<file path="src/rtl/sclk_burst_gen_pkg.sv">
`default_nettype none
// ============================================================================
// Module   : sclk_burst_gen_pkg
// Purpose  : Shared definitions for the SPI serial clock burst generator:
//            FSM state encoding, default widths and default timing constants.
// Revision : 1.0  initial release
// ============================================================================
package sclk_burst_gen_pkg;

   // FSM state encoding shared by the generator and anything that observes it
   typedef enum logic [1:0] {
      ST_IDLE = 2'd0,
      ST_LOW  = 2'd1,
      ST_HIGH = 2'd2
   } state_t;

   // Default field widths
   localparam int DEF_CNT_W = 8;
   localparam int DEF_LEN_W = 16;

   // Default timing constants for the flash path
   localparam int DEF_LOW_COUNT  = 20;
   localparam int DEF_HIGH_COUNT = 2;
   localparam int DEF_STROBE_POS = 15;

   // sclk level driven while in a given state: HIGH phase is the inverse of CPOL
   function automatic logic phase_level(input state_t s, input logic cpol);
      return (s == ST_HIGH) ? ~cpol : cpol;
   endfunction

endpackage
`default_nettype wire

</file>
<file path="src/rtl/sclk_burst_gen_if.sv">
`default_nettype none
// ============================================================================
// Module   : sclk_burst_gen_if
// Purpose  : Handshake/config/status bundle between the SPI transaction
//            controller (master) and the serial clock generator (slave).
// Revision : 1.0  initial release
// ============================================================================
interface sclk_burst_gen_if
   import sclk_burst_gen_pkg::*;
#(
   parameter int CNT_W = DEF_CNT_W,
   parameter int LEN_W = DEF_LEN_W
) ();

   logic             start;
   logic             stop;
   logic [CNT_W-1:0] low_count;
   logic [CNT_W-1:0] high_count;
   logic [CNT_W-1:0] strobe_pos;
   logic [LEN_W-1:0] burst_len;
   logic             sclk;
   logic             launch_strobe;
   logic             rise_strobe;
   logic             busy;
   logic             done;
   logic [LEN_W-1:0] period_count;

   modport master (
      output start, stop, low_count, high_count, strobe_pos, burst_len,
      input  sclk, launch_strobe, rise_strobe, busy, done, period_count
   );

   modport slave (
      input  start, stop, low_count, high_count, strobe_pos, burst_len,
      output sclk, launch_strobe, rise_strobe, busy, done, period_count
   );

endinterface
`default_nettype wire

</file>
<file path="src/rtl/sclk_burst_gen_phase_counter.sv">
`default_nettype none
// ============================================================================
// Module   : sclk_phase_counter
// Purpose  : Clear/increment phase counter shared by the LOW and HIGH phases.
//            o_at_limit flags the last cycle of the current phase;
//            o_next_match flags that the value the counter takes next equals
//            i_match_val, so the caller can register a strobe that lines up
//            with the counter value.
// Revision : 1.0  initial release
// ============================================================================
module sclk_phase_counter
   import sclk_burst_gen_pkg::*;
#(
   parameter int CNT_W = DEF_CNT_W
) (
   input  wire logic             clk,
   input  wire logic             rst,
   input  wire logic             i_clr,
   input  wire logic             i_inc,
   input  wire logic [CNT_W-1:0] i_limit,
   input  wire logic [CNT_W-1:0] i_match_val,
   output logic                  o_at_limit,
   output logic                  o_next_match
);

   logic [CNT_W-1:0] count_q;
   logic [CNT_W-1:0] count_d;

   // Next count: clear (reload to zero) wins over increment, otherwise hold
   always_comb begin
      count_d = count_q;
      if (i_clr) begin
         count_d = '0;
      end else if (i_inc) begin
         count_d = count_q + 1'b1;
      end
      o_at_limit   = (count_q == i_limit);
      o_next_match = (count_d == i_match_val);
   end

   // Counter register
   always_ff @(posedge clk) begin
      if (rst) begin
         count_q <= '0;
      end else begin
         count_q <= count_d;
      end
   end

endmodule
`default_nettype wire

</file>
<file path="src/rtl/sclk_burst_gen.sv">
`default_nettype none
// ============================================================================
// Module   : sclk_burst_gen
// Purpose  : Run-time configurable SPI serial clock generator. Produces sclk
//            with programmable low/high phase lengths, a data-launch strobe
//            inside each low phase and a rise strobe, for a counted burst or
//            continuously until stopped. All outputs are registered.
// Revision : 1.0  initial release
// ============================================================================
module sclk_burst_gen
   import sclk_burst_gen_pkg::*;
#(
   parameter int   CNT_W = DEF_CNT_W,
   parameter int   LEN_W = DEF_LEN_W,
   parameter logic CPOL  = 1'b0
) (
   input wire logic        top_clk,
   input wire logic        rst,
   sclk_burst_gen_if.slave bus
);

   state_t           state_q, state_d;
   logic [CNT_W-1:0] low_q, low_d;
   logic [CNT_W-1:0] high_q, high_d;
   logic [CNT_W-1:0] spos_q, spos_d;
   logic [LEN_W-1:0] blen_q, blen_d;
   logic [LEN_W-1:0] period_q, period_d;
   logic [LEN_W-1:0] period_inc;
   logic             stop_pend_q, stop_pend_d;
   logic             sclk_q, sclk_d;
   logic             launch_q, launch_d;
   logic             rise_q, rise_d;
   logic             busy_q, busy_d;
   logic             done_q, done_d;

   logic             cnt_clr;
   logic             cnt_inc;
   logic [CNT_W-1:0] cnt_limit;
   logic             cnt_at_limit;
   logic             cnt_next_match;
   logic             run_end;

   // One counter serves both phases; its terminal value follows the phase
   sclk_phase_counter #(
      .CNT_W (CNT_W)
   ) u_phase_cnt (
      .clk          (top_clk),
      .rst          (rst),
      .i_clr        (cnt_clr),
      .i_inc        (cnt_inc),
      .i_limit      (cnt_limit),
      .i_match_val  (spos_d),
      .o_at_limit   (cnt_at_limit),
      .o_next_match (cnt_next_match)
   );

   // Next-state, config latch, period counting and registered-output inputs
   always_comb begin
      state_d     = state_q;
      low_d       = low_q;
      high_d      = high_q;
      spos_d      = spos_q;
      blen_d      = blen_q;
      period_d    = period_q;
      stop_pend_d = stop_pend_q;
      cnt_clr     = 1'b0;
      cnt_inc     = 1'b0;
      run_end     = 1'b0;
      period_inc  = period_q + 1'b1;
      cnt_limit   = (state_q == ST_HIGH) ? high_q : low_q;

      case (state_q)
         ST_IDLE: begin
            if (bus.start) begin
               low_d    = bus.low_count;
               high_d   = bus.high_count;
               spos_d   = bus.strobe_pos;
               blen_d   = bus.burst_len;
               period_d = '0;
               cnt_clr  = 1'b1;
               state_d  = ST_LOW;
            end
         end
         ST_LOW: begin
            if (bus.stop) begin
               stop_pend_d = 1'b1;
            end
            if (cnt_at_limit) begin
               cnt_clr = 1'b1;
               state_d = ST_HIGH;
            end else begin
               cnt_inc = 1'b1;
            end
         end
         ST_HIGH: begin
            if (bus.stop) begin
               stop_pend_d = 1'b1;
            end
            if (cnt_at_limit) begin
               // Burst compare uses the latched length, so the wrap of
               // period_count in continuous mode never matters here.
               period_d = period_inc;
               run_end  = ((blen_q != '0) && (period_inc == blen_q))
                          || stop_pend_q || bus.stop;
               cnt_clr  = 1'b1;
               if (run_end) begin
                  stop_pend_d = 1'b0;
                  state_d     = ST_IDLE;
               end else begin
                  state_d = ST_LOW;
               end
            end else begin
               cnt_inc = 1'b1;
            end
         end
         default: begin
            state_d = ST_IDLE;
            cnt_clr = 1'b1;
         end
      endcase

      // Outputs are derived from the next state so they register in step
      sclk_d   = phase_level(state_d, CPOL);
      launch_d = (state_d == ST_LOW) && cnt_next_match;
      rise_d   = (state_d == ST_HIGH) && (state_q != ST_HIGH);
      busy_d   = (state_d != ST_IDLE);
      done_d   = (state_q == ST_HIGH) && (state_d == ST_IDLE);
   end

   // State, config and output registers
   always_ff @(posedge top_clk) begin
      if (rst) begin
         state_q     <= ST_IDLE;
         low_q       <= '0;
         high_q      <= '0;
         spos_q      <= '0;
         blen_q      <= '0;
         period_q    <= '0;
         stop_pend_q <= 1'b0;
         sclk_q      <= CPOL;
         launch_q    <= 1'b0;
         rise_q      <= 1'b0;
         busy_q      <= 1'b0;
         done_q      <= 1'b0;
      end else begin
         state_q     <= state_d;
         low_q       <= low_d;
         high_q      <= high_d;
         spos_q      <= spos_d;
         blen_q      <= blen_d;
         period_q    <= period_d;
         stop_pend_q <= stop_pend_d;
         sclk_q      <= sclk_d;
         launch_q    <= launch_d;
         rise_q      <= rise_d;
         busy_q      <= busy_d;
         done_q      <= done_d;
      end
   end

   assign bus.sclk          = sclk_q;
   assign bus.launch_strobe = launch_q;
   assign bus.rise_strobe   = rise_q;
   assign bus.busy          = busy_q;
   assign bus.done          = done_q;
   assign bus.period_count  = period_q;

endmodule
`default_nettype wire

</file>
<file path="src/flat_wrapper.sv">
// flat-port wrapper written by rule: the top's interface ports become plain ports
module sclk_burst_gen_flat import sclk_burst_gen_pkg::*;
#(
   parameter int   CNT_W = DEF_CNT_W,
   parameter int   LEN_W = DEF_LEN_W,
   parameter logic CPOL  = 1'b0
)
  (top_clk, rst, bus_start, bus_stop, bus_low_count, bus_high_count, bus_strobe_pos, bus_burst_len, bus_sclk, bus_launch_strobe, bus_rise_strobe, bus_busy, bus_done, bus_period_count);
  sclk_burst_gen_if #(.CNT_W(CNT_W), .LEN_W(LEN_W)) bus_i ();
  input wire logic top_clk;
  input wire logic rst;
  input wire logic [$bits(bus_i.start)-1:0] bus_start;
  input wire logic [$bits(bus_i.stop)-1:0] bus_stop;
  input wire logic [$bits(bus_i.low_count)-1:0] bus_low_count;
  input wire logic [$bits(bus_i.high_count)-1:0] bus_high_count;
  input wire logic [$bits(bus_i.strobe_pos)-1:0] bus_strobe_pos;
  input wire logic [$bits(bus_i.burst_len)-1:0] bus_burst_len;
  output wire logic [$bits(bus_i.sclk)-1:0] bus_sclk;
  output wire logic [$bits(bus_i.launch_strobe)-1:0] bus_launch_strobe;
  output wire logic [$bits(bus_i.rise_strobe)-1:0] bus_rise_strobe;
  output wire logic [$bits(bus_i.busy)-1:0] bus_busy;
  output wire logic [$bits(bus_i.done)-1:0] bus_done;
  output wire logic [$bits(bus_i.period_count)-1:0] bus_period_count;
  assign bus_i.start = bus_start;
  assign bus_i.stop = bus_stop;
  assign bus_i.low_count = bus_low_count;
  assign bus_i.high_count = bus_high_count;
  assign bus_i.strobe_pos = bus_strobe_pos;
  assign bus_i.burst_len = bus_burst_len;
  assign bus_sclk = bus_i.sclk;
  assign bus_launch_strobe = bus_i.launch_strobe;
  assign bus_rise_strobe = bus_i.rise_strobe;
  assign bus_busy = bus_i.busy;
  assign bus_done = bus_i.done;
  assign bus_period_count = bus_i.period_count;
  sclk_burst_gen #(.CNT_W(CNT_W), .LEN_W(LEN_W), .CPOL(CPOL)) u_core (.top_clk(top_clk), .rst(rst), .bus(bus_i));
endmodule
</file>
<file path="config.mk">
export PLATFORM = sky130hd
export DESIGN_NAME = sclk_burst_gen_flat
export DESIGN_NICKNAME = d
export VERILOG_FILES = /design/src/rtl/sclk_burst_gen_pkg.sv /design/src/rtl/sclk_burst_gen_if.sv /design/src/rtl/sclk_burst_gen_phase_counter.sv /design/src/rtl/sclk_burst_gen.sv /design/src/flat_wrapper.sv
export SDC_FILE = /design/constraint.sdc
export NUM_CORES = 1
export LEC_CHECK = 0
export CAP_MARGIN = 25
export CORE_ASPECT_RATIO = 0.7
export CORE_MARGIN = 2
export CORE_UTILIZATION = 35
export DETAILED_ROUTE_END_ITERATION = 16
export DONT_BUFFER_PORTS = 1
export SYNTH_ARGS = -nofsm -noshare
export SYNTH_HDL_FRONTEND = slang
export SYNTH_SLANG_ARGS = --single-unit
</file>
<file path="constraint.sdc">
create_clock -name top_clk -period 3.9 [get_ports top_clk]
set_input_delay 0.39 -clock top_clk [delete_from_list [all_inputs] [get_ports top_clk]]
set_output_delay 0.39 -clock top_clk [all_outputs]
set_load 0.05 [all_outputs]
</file>
## Word-level counts from Yosys, hierarchy flattened

Index checks and enable logic that the tools add are counted.

- Equality and inequality tests: 10
- Reductions and logical operators: 15
- Mux-type cells: 23
- Add/subtract/negate cells: 2

Operators by type and width:

| operator | count |
|---|---|
| two-way mux 8 bit | 5 |
| two-way mux 16 bit | 2 |
| case mux 16 bit (2 select lines) | 1 |
| adder 16 x 1 -> 16 bit, second input constant | 1 |
| equality test 16 bit | 1 |
| equality test 8 bit | 2 |
| nonzero test 16 bit | 1 |
| two-way mux 1 bit | 9 |
| adder 8 x 1 -> 8 bit, second input constant | 1 |
| two-way mux 2 bit | 3 |
| case mux 2 bit (3 select lines) | 1 |
| nonzero test 2 bit | 3 |
| equality test 2 x 1 -> 1 bit, second input constant | 2 |
| equality test 2 bit, second input constant | 2 |
| logical AND 1 bit | 4 |
| logical NOT 2 bit | 2 |
| inequality test 2 bit, second input constant | 2 |
| case mux 1 bit (2 select lines) | 2 |
| AND reduction 3 bit | 1 |
| logical OR 1 bit | 2 |
| inequality test 2 x 1 -> 1 bit, second input constant | 1 |
| AND reduction 2 bit | 1 |
| OR reduction 2 bit | 1 |

- Bits of input ports: 44
- Bits in registers: 72

## Depth between registers and ports, before layout

Gate-level depths: netlist of run 1.

- Depth after elaboration: 10
- Gate-level depth with buffers: 13
- Gate-level depth less buffers: 10

## Cells and area by module

Synthesis of run 1 repeated with hierarchy kept, for this count alone.

- Cell total of the unflattened synthesis: 500
- Area total of the unflattened synthesis: 3902.5 um^2

Modules (own cells, without submodules):

| module | cells an instance | times used | area each (um^2) |
|---|---|---|---|
| sclk_burst_gen | 422 | 1 | 3210.6 |
| sclk_phase_counter | 78 | 1 | 691.9 |

## Worst setup path before layout of run 1

OpenSTA, ideal clock, no wires.

- Path type: register to register
- Start point: register u_core.state_q[0]
- End point: register u_core.launch_q (netlist: u_core.bus.launch_strobe)
- Setup time: 0.087 ns
- Path slack: 1.116 ns
- Stages on the path, launching flop included: 14
- Required time: 3.813 ns
- Arrival time: 2.697 ns
- Path through: dfxtp_1 > inv_1 > ha_1 > buf_6 > buf_6 > mux2i_1 > xnor2_1 > nor4_2 > and2_1 > buf_4 > a2bb2oi_1 > xnor2_1 > o221ai_2 > nor4b_2

- Longest elaborated chain between the ends: 9

Ends and longest elaborated chain:

| element | line | source |
|---|---|---|
| start: declaration | sclk_burst_gen.sv:22 | `state_t state_q, state_d;` |
| start signal: assignment | sclk_burst_gen.sv:146 | `state_q <= state_d;` |
| equality test 2 bit | sclk_burst_gen.sv:70, sclk_burst_gen.sv:72 |  |
| two-way mux 8 bit | sclk_burst_gen.sv:70 | `cnt_limit = (state_q == ST_HIGH) ? high_q : low_q;` |
| equality test 8 bit | sclk_burst_gen_phase_counter.sv:37 | `o_at_limit = (count_q == i_limit);` |
| two-way mux 1 bit | sclk_burst_gen.sv:88, sclk_burst_gen.sv:99 |  |
| two-way mux 1 bit | n/a |  |
| two-way mux 8 bit | sclk_burst_gen_phase_counter.sv:34 | `end else if (i_inc) begin` |
| two-way mux 8 bit | sclk_burst_gen_phase_counter.sv:32 | `if (i_clr) begin` |
| equality test 8 bit | sclk_burst_gen_phase_counter.sv:38 | `o_next_match = (count_d == i_match_val);` |
| logical AND 1 bit (*) | sclk_burst_gen.sv:124 | `launch_d = (state_d == ST_LOW) && cnt_next_match;` |
| end signal: assignment | sclk_burst_gen.sv:154 | `launch_q <= launch_d;` |
| end: declaration | sclk_burst_gen.sv:31 | `logic launch_q, launch_d;` |

Mark *: on every way between the ends. The rest lies on a longest branch, timed or not.
A chain may end at the register's enable or synchronous reset.

## Worst setup path in the final report of run 1

- Start point: register u_core.state_q[0]
- End point: register u_core.period_q[11] (netlist: u_core.bus.period_count[11])

- Longest elaborated chain between the ends: 5

Ends and longest elaborated chain:

| element | line | source |
|---|---|---|
| equality test 2 bit | sclk_burst_gen.sv:70, sclk_burst_gen.sv:72 |  |
| two-way mux 8 bit | sclk_burst_gen.sv:70 |  |
| equality test 8 bit | sclk_burst_gen_phase_counter.sv:37 |  |
| inequality test 2 x 1 -> 1 bit (no line) | n/a |  |
| AND reduction 3 bit (no line) | n/a |  |
| end signal: assignment | sclk_burst_gen.sv:151 | `period_q <= period_d;` |
| end: declaration | sclk_burst_gen.sv:27 | `logic [LEN_W-1:0] period_q, period_d;` |

Parallel ways exist; a longest one is shown, timed or not.

==> results of run 1 <==
[layout by cell type, fill, tap and decap left out, drive strengths merged, types with 3 or more instances in the layout]
| cell type | instances |
|---|---|
| a211oi | 5 |
| a21oi | 60 |
| a2bb2oi | 3 |
| a311oi | 4 |
| a31oi | 4 |
| a32oi | 3 |
| and2 | 17 |
| and3 | 6 |
| and4 | 5 |
| buf | 12 |
| clkbuf | 10 |
| dfxtp | 72 |
| ha | 6 |
| inv | 8 |
| mux2i | 14 |
| nand2 | 87 |
| nand3 | 10 |
| nand4 | 8 |
| nand4b | 3 |
| nor2 | 26 |
| nor2b | 11 |
| nor3 | 8 |
| nor4 | 9 |
| nor4b | 3 |
| o21a | 3 |
| o21ai | 28 |
| or3 | 13 |
| xnor2 | 24 |
| xor2 | 9 |
[metal layers]
layer | vias to the layer above | global-route usage [%]
met5 | - | 0
met4 | 0 | 5.53
met3 | 11 | 5.18
met2 | 111 | 26.6
met1 | 1723 | 25.0
li1 | 1775 | -
[report_power, final]
part,internal [uW],leakage [uW],switching [uW]
Combinational,221,0.000805,351
Sequential,800,0.000587,81.7
Clock,450,0.000135,336
[worst max-delay path by stage]
stage / endpoint / depth (start not counted) / startpoint
final: u_core.bus.period_count[11] / 11 / u_core.state_q[0]
after global routing: u_core.bus.period_count[11] / 11 / u_core.state_q[0]
after CTS: u_core.bus.period_count[11] / 11 / u_core.state_q[0]
after detailed placement: u_core.bus.period_count[11] / 11 / u_core.state_q[0]
after global placement: u_core.bus.period_count[5] / 11 / u_core.state_q[0]
after floorplan: u_core.bus.launch_strobe / 13 / u_core.state_q[0]
[flip-flops by register name, summed over array words and instances (netlist names)]
signal / flops
u_core.high_q: 8
u_core.state_q: 2
u_core.blen_q: 16
u_core.bus.rise_strobe: 1
u_core.bus.sclk: 1
u_core.spos_q: 8
u_core.low_q: 8
u_core.bus.period_count: 16
u_core.bus.done: 1
u_core.bus.busy: 1
u_core.u_phase_cnt.count_q: 8
u_core.bus.launch_strobe: 1
u_core.stop_pend_q: 1
[through the flow]
step                      setup slack, ps  instances  power [uW]  area, um2  utilization [%]
after CTS                             557        653        2260       4420             39.8
after global placement                810        637        1450       4140             37.3
after global routing                  276        654        2370       4430             39.9
after detailed placement              592        637        1460       4140             37.3
after floorplan                      1120        510        1330       4020                -
final                                 583        654        2240       4430             39.9
[worst reg2reg max path, delay by kind of cell, from the launching register on]
| family | cells | cell delay [ps] |
|---|---|---|
| and+or+nand+nor | 4 | 1310 |
| adders and majority gates | 1 | 490 |
| buffers and inverters | 3 | 460 |
| DFF | 1 | 350 |
| muxes | 1 | 350 |
| AOI/OAI and AO/OA | 1 | 160 |
| xor gates and xnor gates | 1 | 120 |
[area by class of cell]
class                      instances  area share, %
clock buffer                      10           5.40
clock inverter                     6          0.961
inverter                           6          0.509
multi-input combinational        395           54.2
sequential                        72           32.6
tap                              153           4.32
timing repair buffer              12           2.04
[kinds of logic (layout without fill, tap and decap cells)]
kind of cell / count (synthesis) / after routing / share of synthesized area (%)
AND/OR/NAND/NOR: 216 / 216 / 27.7
AO/OA/AOI/OAI: 126 / 126 / 19.4
flip-flops: 72 / 72 / 35.8
buffers and inverters: 43 / 34 / 4.51
XOR/XNOR: 33 / 33 / 7.19
multiplexers: 14 / 14 / 3.48
adder cells (fa/ha/maj): 6 / 6 / 1.87
==> impl_metrics.toml, run 1 <==
[cts]
cts_resized = 0
clock_latency_ps = 340
hold_buffers = 0
cts_root_buf = "clkbuf_16"
clkSinkCount = 72
numCtsBuffers = 9
clockBufferDepth = 2
cts_tree = "built"
clk_pin_slew_ps = 60
postCtsSetupRepairBufs = 0
htreeDepth = 3

[floorplanning]
io_pins = 65
die_h_um = 93.7
die_w_um = 132
rows = 32
core-area_mm2 = 0.0111
start_util_pct = 36.3
die_area_mm2 = 0.0124

[synthesis]
synthDominantCellAreaShare_pct = 35.8
ys_ff_latch = 72
ys_seq_area_share_pct = 35.8
syn_avg_cell_area_um2 = 7.89
yosys_warnings = 0
synth-main-ff-cell = "dfxtp_1"
syn_nets = 560
netlist_area_mm2 = 0.00402
synth_most_common_cell = "nand2_1"
syn_inst = 510
synth_common_cells = "nand2_1, dfxtp_1, a21oi_1, clkbuf_1"
synth_top_area_cell = "dfxtp_1"
synth_edf_count = 0
synth.area.top_cells = "dfxtp_1, nand2_1, a21oi_1"
synth_cell_types = 60
async_reset_ff_share_pct = 0

[flow_run]
maxCapViolations = 0

[global_routing]
overflow = 0
grtUsageTotal_pct = 17.9
grt_pass1_vias = 3405
grt_max_degree = 63
antenna_found_initial = 0
grt_pass1_wl_um = 17500

[critical_path]
r2r_start = "u_core.state_q[0]"
required_ps = 4170
reg2reg_slack_ps = 580
critical_path_buf_inv_count = 3
path_delay_family = "simple AND/OR/NAND/NOR gates"
r2r_cells = 11
path_class = "reg -> reg"
cp_common_cell = "buf_4"
cp.arrival_ps = 3580
critPathLaunchType = "flop"
worstPathMaxFanout = 15
critPathCaptureType = "flop"
crit_chain = "inv_1 > ha_1 > mux2i_1 > xnor2_1 > nor4_2 > buf_4 > and2_1 > buf_4 > nand3b_1 > or4_1 > a21oi_1"
r2r-end = "u_core.bus.period_count[11]"
worst_path_max_delay_cell = "or4_1"
cpPeakStageDelay_ps = 540

[sta]
rsz0062_at_grt = "no"
final.period_utilization_pct = 85.1
maxSlewHeadroom_pct = 46.5
worstMarginPinSlew_ps = 802
slew_violations = 0
hold_violations = 0
fin_crit_ps = 3320
fin_tns_setup_ps = 0
setup_viol = 0
whs_ps = 118
skew_ps = 12.0
max_freq_mhz = 301

[pwr]
p_per_area_mw_per_mm2 = 506
p_leak_uw = 0.00153
max-vdd-ir-drop_mv = 0.243

[route]
dr.max_layer_used = "met4"
vias = 3620
drc = 0
wl_met2_um = 4580
vias_per_cell = 5.54
met1_length_um = 5410
drt_wl_total_um = 10900
postRouteAntennaNets = 0
drt_iter0_drc = 266
wl_per_cell_um = 16.6
dr_wl_met3_um = 745
drtPass1Iterations = 5

[placement]
port_buffers = 0
dp_hpwl_um = 7910
gp_congestion = 0.846

[hold_path]
hold_end = "u_core.bus.period_count[14]"
min-delay-start = "rst"
holdPathStages = 1
min-delay-path-class = "in -> reg"

[outcome]
status = "finished, final reports clean"

[finish]
fillers = 1150
final_nets = 546
drive_gt1_share_pct = 7.98
area_growth_pct = 10.0
antenna_cells = 0
seq_area_mm2 = 0.00144
multi_input_area_mm2 = 0.00240
Note: power is estimated with default switching activity, not from simulation.
==> run 2: changes to the inputs <==
--- a/config.mk
+++ b/config.mk
@@ -11,6 +11,7 @@
 export CORE_UTILIZATION = 35
 export DETAILED_ROUTE_END_ITERATION = 16
 export DONT_BUFFER_PORTS = 1
+export SETUP_SLACK_MARGIN = 0.5
 export SYNTH_ARGS = -nofsm -noshare
 export SYNTH_HDL_FRONTEND = slang
 export SYNTH_SLANG_ARGS = --single-unit
==> impl_metrics.toml, run 2 (synthesis gave the netlist of run 1 again) <==
[outcome]
status = "finished, final reports clean"

[route]
drtPass1Iterations = 5
vias_per_cell = 5.52
drt_iter0_drc = 255
vias = 3614
drc = 0
postRouteAntennaNets = 0
drt_wl_total_um = 10800
wl_per_cell_um = 16.5

[pwr]
max-vdd-ir-drop_mv = 0.239
pwr-share-seq_pct = 39.4
p_int_uw = 1470
p_per_area_mw_per_mm2 = 505
p_sw_uw = 767
p_leak_uw = 0.00153
clkPwrFrac_pct = 35.0
combPwrFrac_pct = 25.6
netSwitchingFraction_pct = 34.3
power_uw = 2240

[hold_path]
min-delay-path-class = "in -> reg"
hold_end = "u_core.bus.period_count[14]"
min-delay-start = "rst"
holdPathStages = 1

[cts]
htreeDepth = 3
clock_latency_ps = 340
clk_pin_slew_ps = 60
cts_tree = "built"
clockBufferDepth = 2
cts_root_buf = "clkbuf_16"
numCtsBuffers = 9
clkSinkCount = 72
hold_buffers = 0

[global_routing]
grtUsageTotal_pct = 17.9
grt_pass1_wl_um = 17500
grt_pass1_vias = 3405
antenna_found_initial = 0
grt_max_degree = 63
overflow = 0

[sta]
worstMarginPinSlew_ps = 796
maxSlewHeadroom_pct = 46.9
fin_tns_setup_ps = 0
rsz0062_at_grt = "no"
skew_ps = 11.7
final.period_utilization_pct = 76.6
hold_violations = 0
setup_viol = 0
fin_crit_ps = 2990
max_freq_mhz = 335
slew_violations = 0

[floorplanning]
die_w_um = 132
die_h_um = 93.7
io_pins = 65
rows = 32
core-area_mm2 = 0.0111
die_area_mm2 = 0.0124
start_util_pct = 36.3

[critical_path]
cp.arrival_ps = 3200
path_class = "reg -> reg"
r2r_start = "u_core.state_q[0]"
r2r-end = "u_core.bus.period_count[12]"
required_ps = 4110
reg2reg_slack_ps = 910
worstPathMaxFanout = 9
critPathCaptureType = "flop"
r2r_cells = 12
critPathLaunchType = "flop"

[finish]
antenna_cells = 0
mostFrequentLayoutCell = "nand2_1"
fillers = 1150
drive_gt1_share_pct = 8.37
fin_util_pct = 40.0
final_nets = 547
mostFrequentLayoutCells = "nand2_1, dfxtp_1, a21oi_1, nor2_1, o21ai_0"
area_growth_pct = 10.3

[placement]
gp_congestion = 0.846
port_buffers = 0
dp_hpwl_um = 7910

[flow_run]
maxCapViolations = 0
## run 2: cell type report
type	instances	area, um2	share of cell area (%)
Clock inverter	6	42.5	0.959
Timing Repair Buffer	13	97.6	2.20
Tap cell	153	191	4.31
Sequential cell	72	1440	32.5
Clock buffer	10	239	5.39
Multi-Input combinational cell	395	2400	54.1
Inverter	6	22.5	0.508
## run 2: worst max path at each step
stage | startpoint | end | cells past startpoint
floorplan | u_core.state_q[0] | u_core.bus.launch_strobe | 13
global placement | u_core.state_q[0] | u_core.bus.period_count[5] | 11
detailed placement | u_core.state_q[0] | u_core.bus.period_count[11] | 11
CTS | u_core.state_q[0] | u_core.bus.period_count[11] | 11
global route | u_core.state_q[0] | u_core.bus.period_count[11] | 12
finish | u_core.state_q[0] | u_core.bus.period_count[12] | 12
## run 2: per-layer routing
layer	part of all wire [%]	track usage, %	wire (um)	vias to the layer above
met4	1.3	5.53	143	0
met5	0	0	0	-
li1	-	-	-	1782
met3	6.3	5.18	682	19
met2	42	26.6	4540	108
met1	50	25.0	5460	1705
## run 2: what timing repair did
item	CTS	global route
buffers inserted	0	1
endpoints found under the setup margin	0	14
gates resized for setup	0	1
## run 2: power groups by stage
stage / Combinational (uW) / Sequential [uW] / Clock (uW)
3_3_place_gp: 551 / 896 / 0
4_1_cts: 567 / 881 / 807
2_1_floorplan: 452 / 877 / 0
5_1_grt: 643 / 889 / 837
3_5_place_dp: 566 / 898 / 0
6_report: 574 / 882 / 783
## run 2: through the flow
stage	cell area, um2	std cells	hold slack [ps]	worst slack, ps
final	4440	655	120	911
after CTS	4420	653	105	557
after floorplan	4020	510	436	1120
after detailed placement	4140	637	442	592
after global placement	4140	637	441	810
after global routing	4440	655	104	626
## run 2: worst max-delay path, stage by stage (launching register included)
cell and delay, ps:
dfxtp_1 350, inv_1 100, ha_2 350, mux2i_1 320, xnor2_1 120, nor4_2 250, buf_4 190, nand2_2 160
a21oi_2 230, o21ai_1 250, buf_4 260, o21ai_0 190, a21oi_1 90
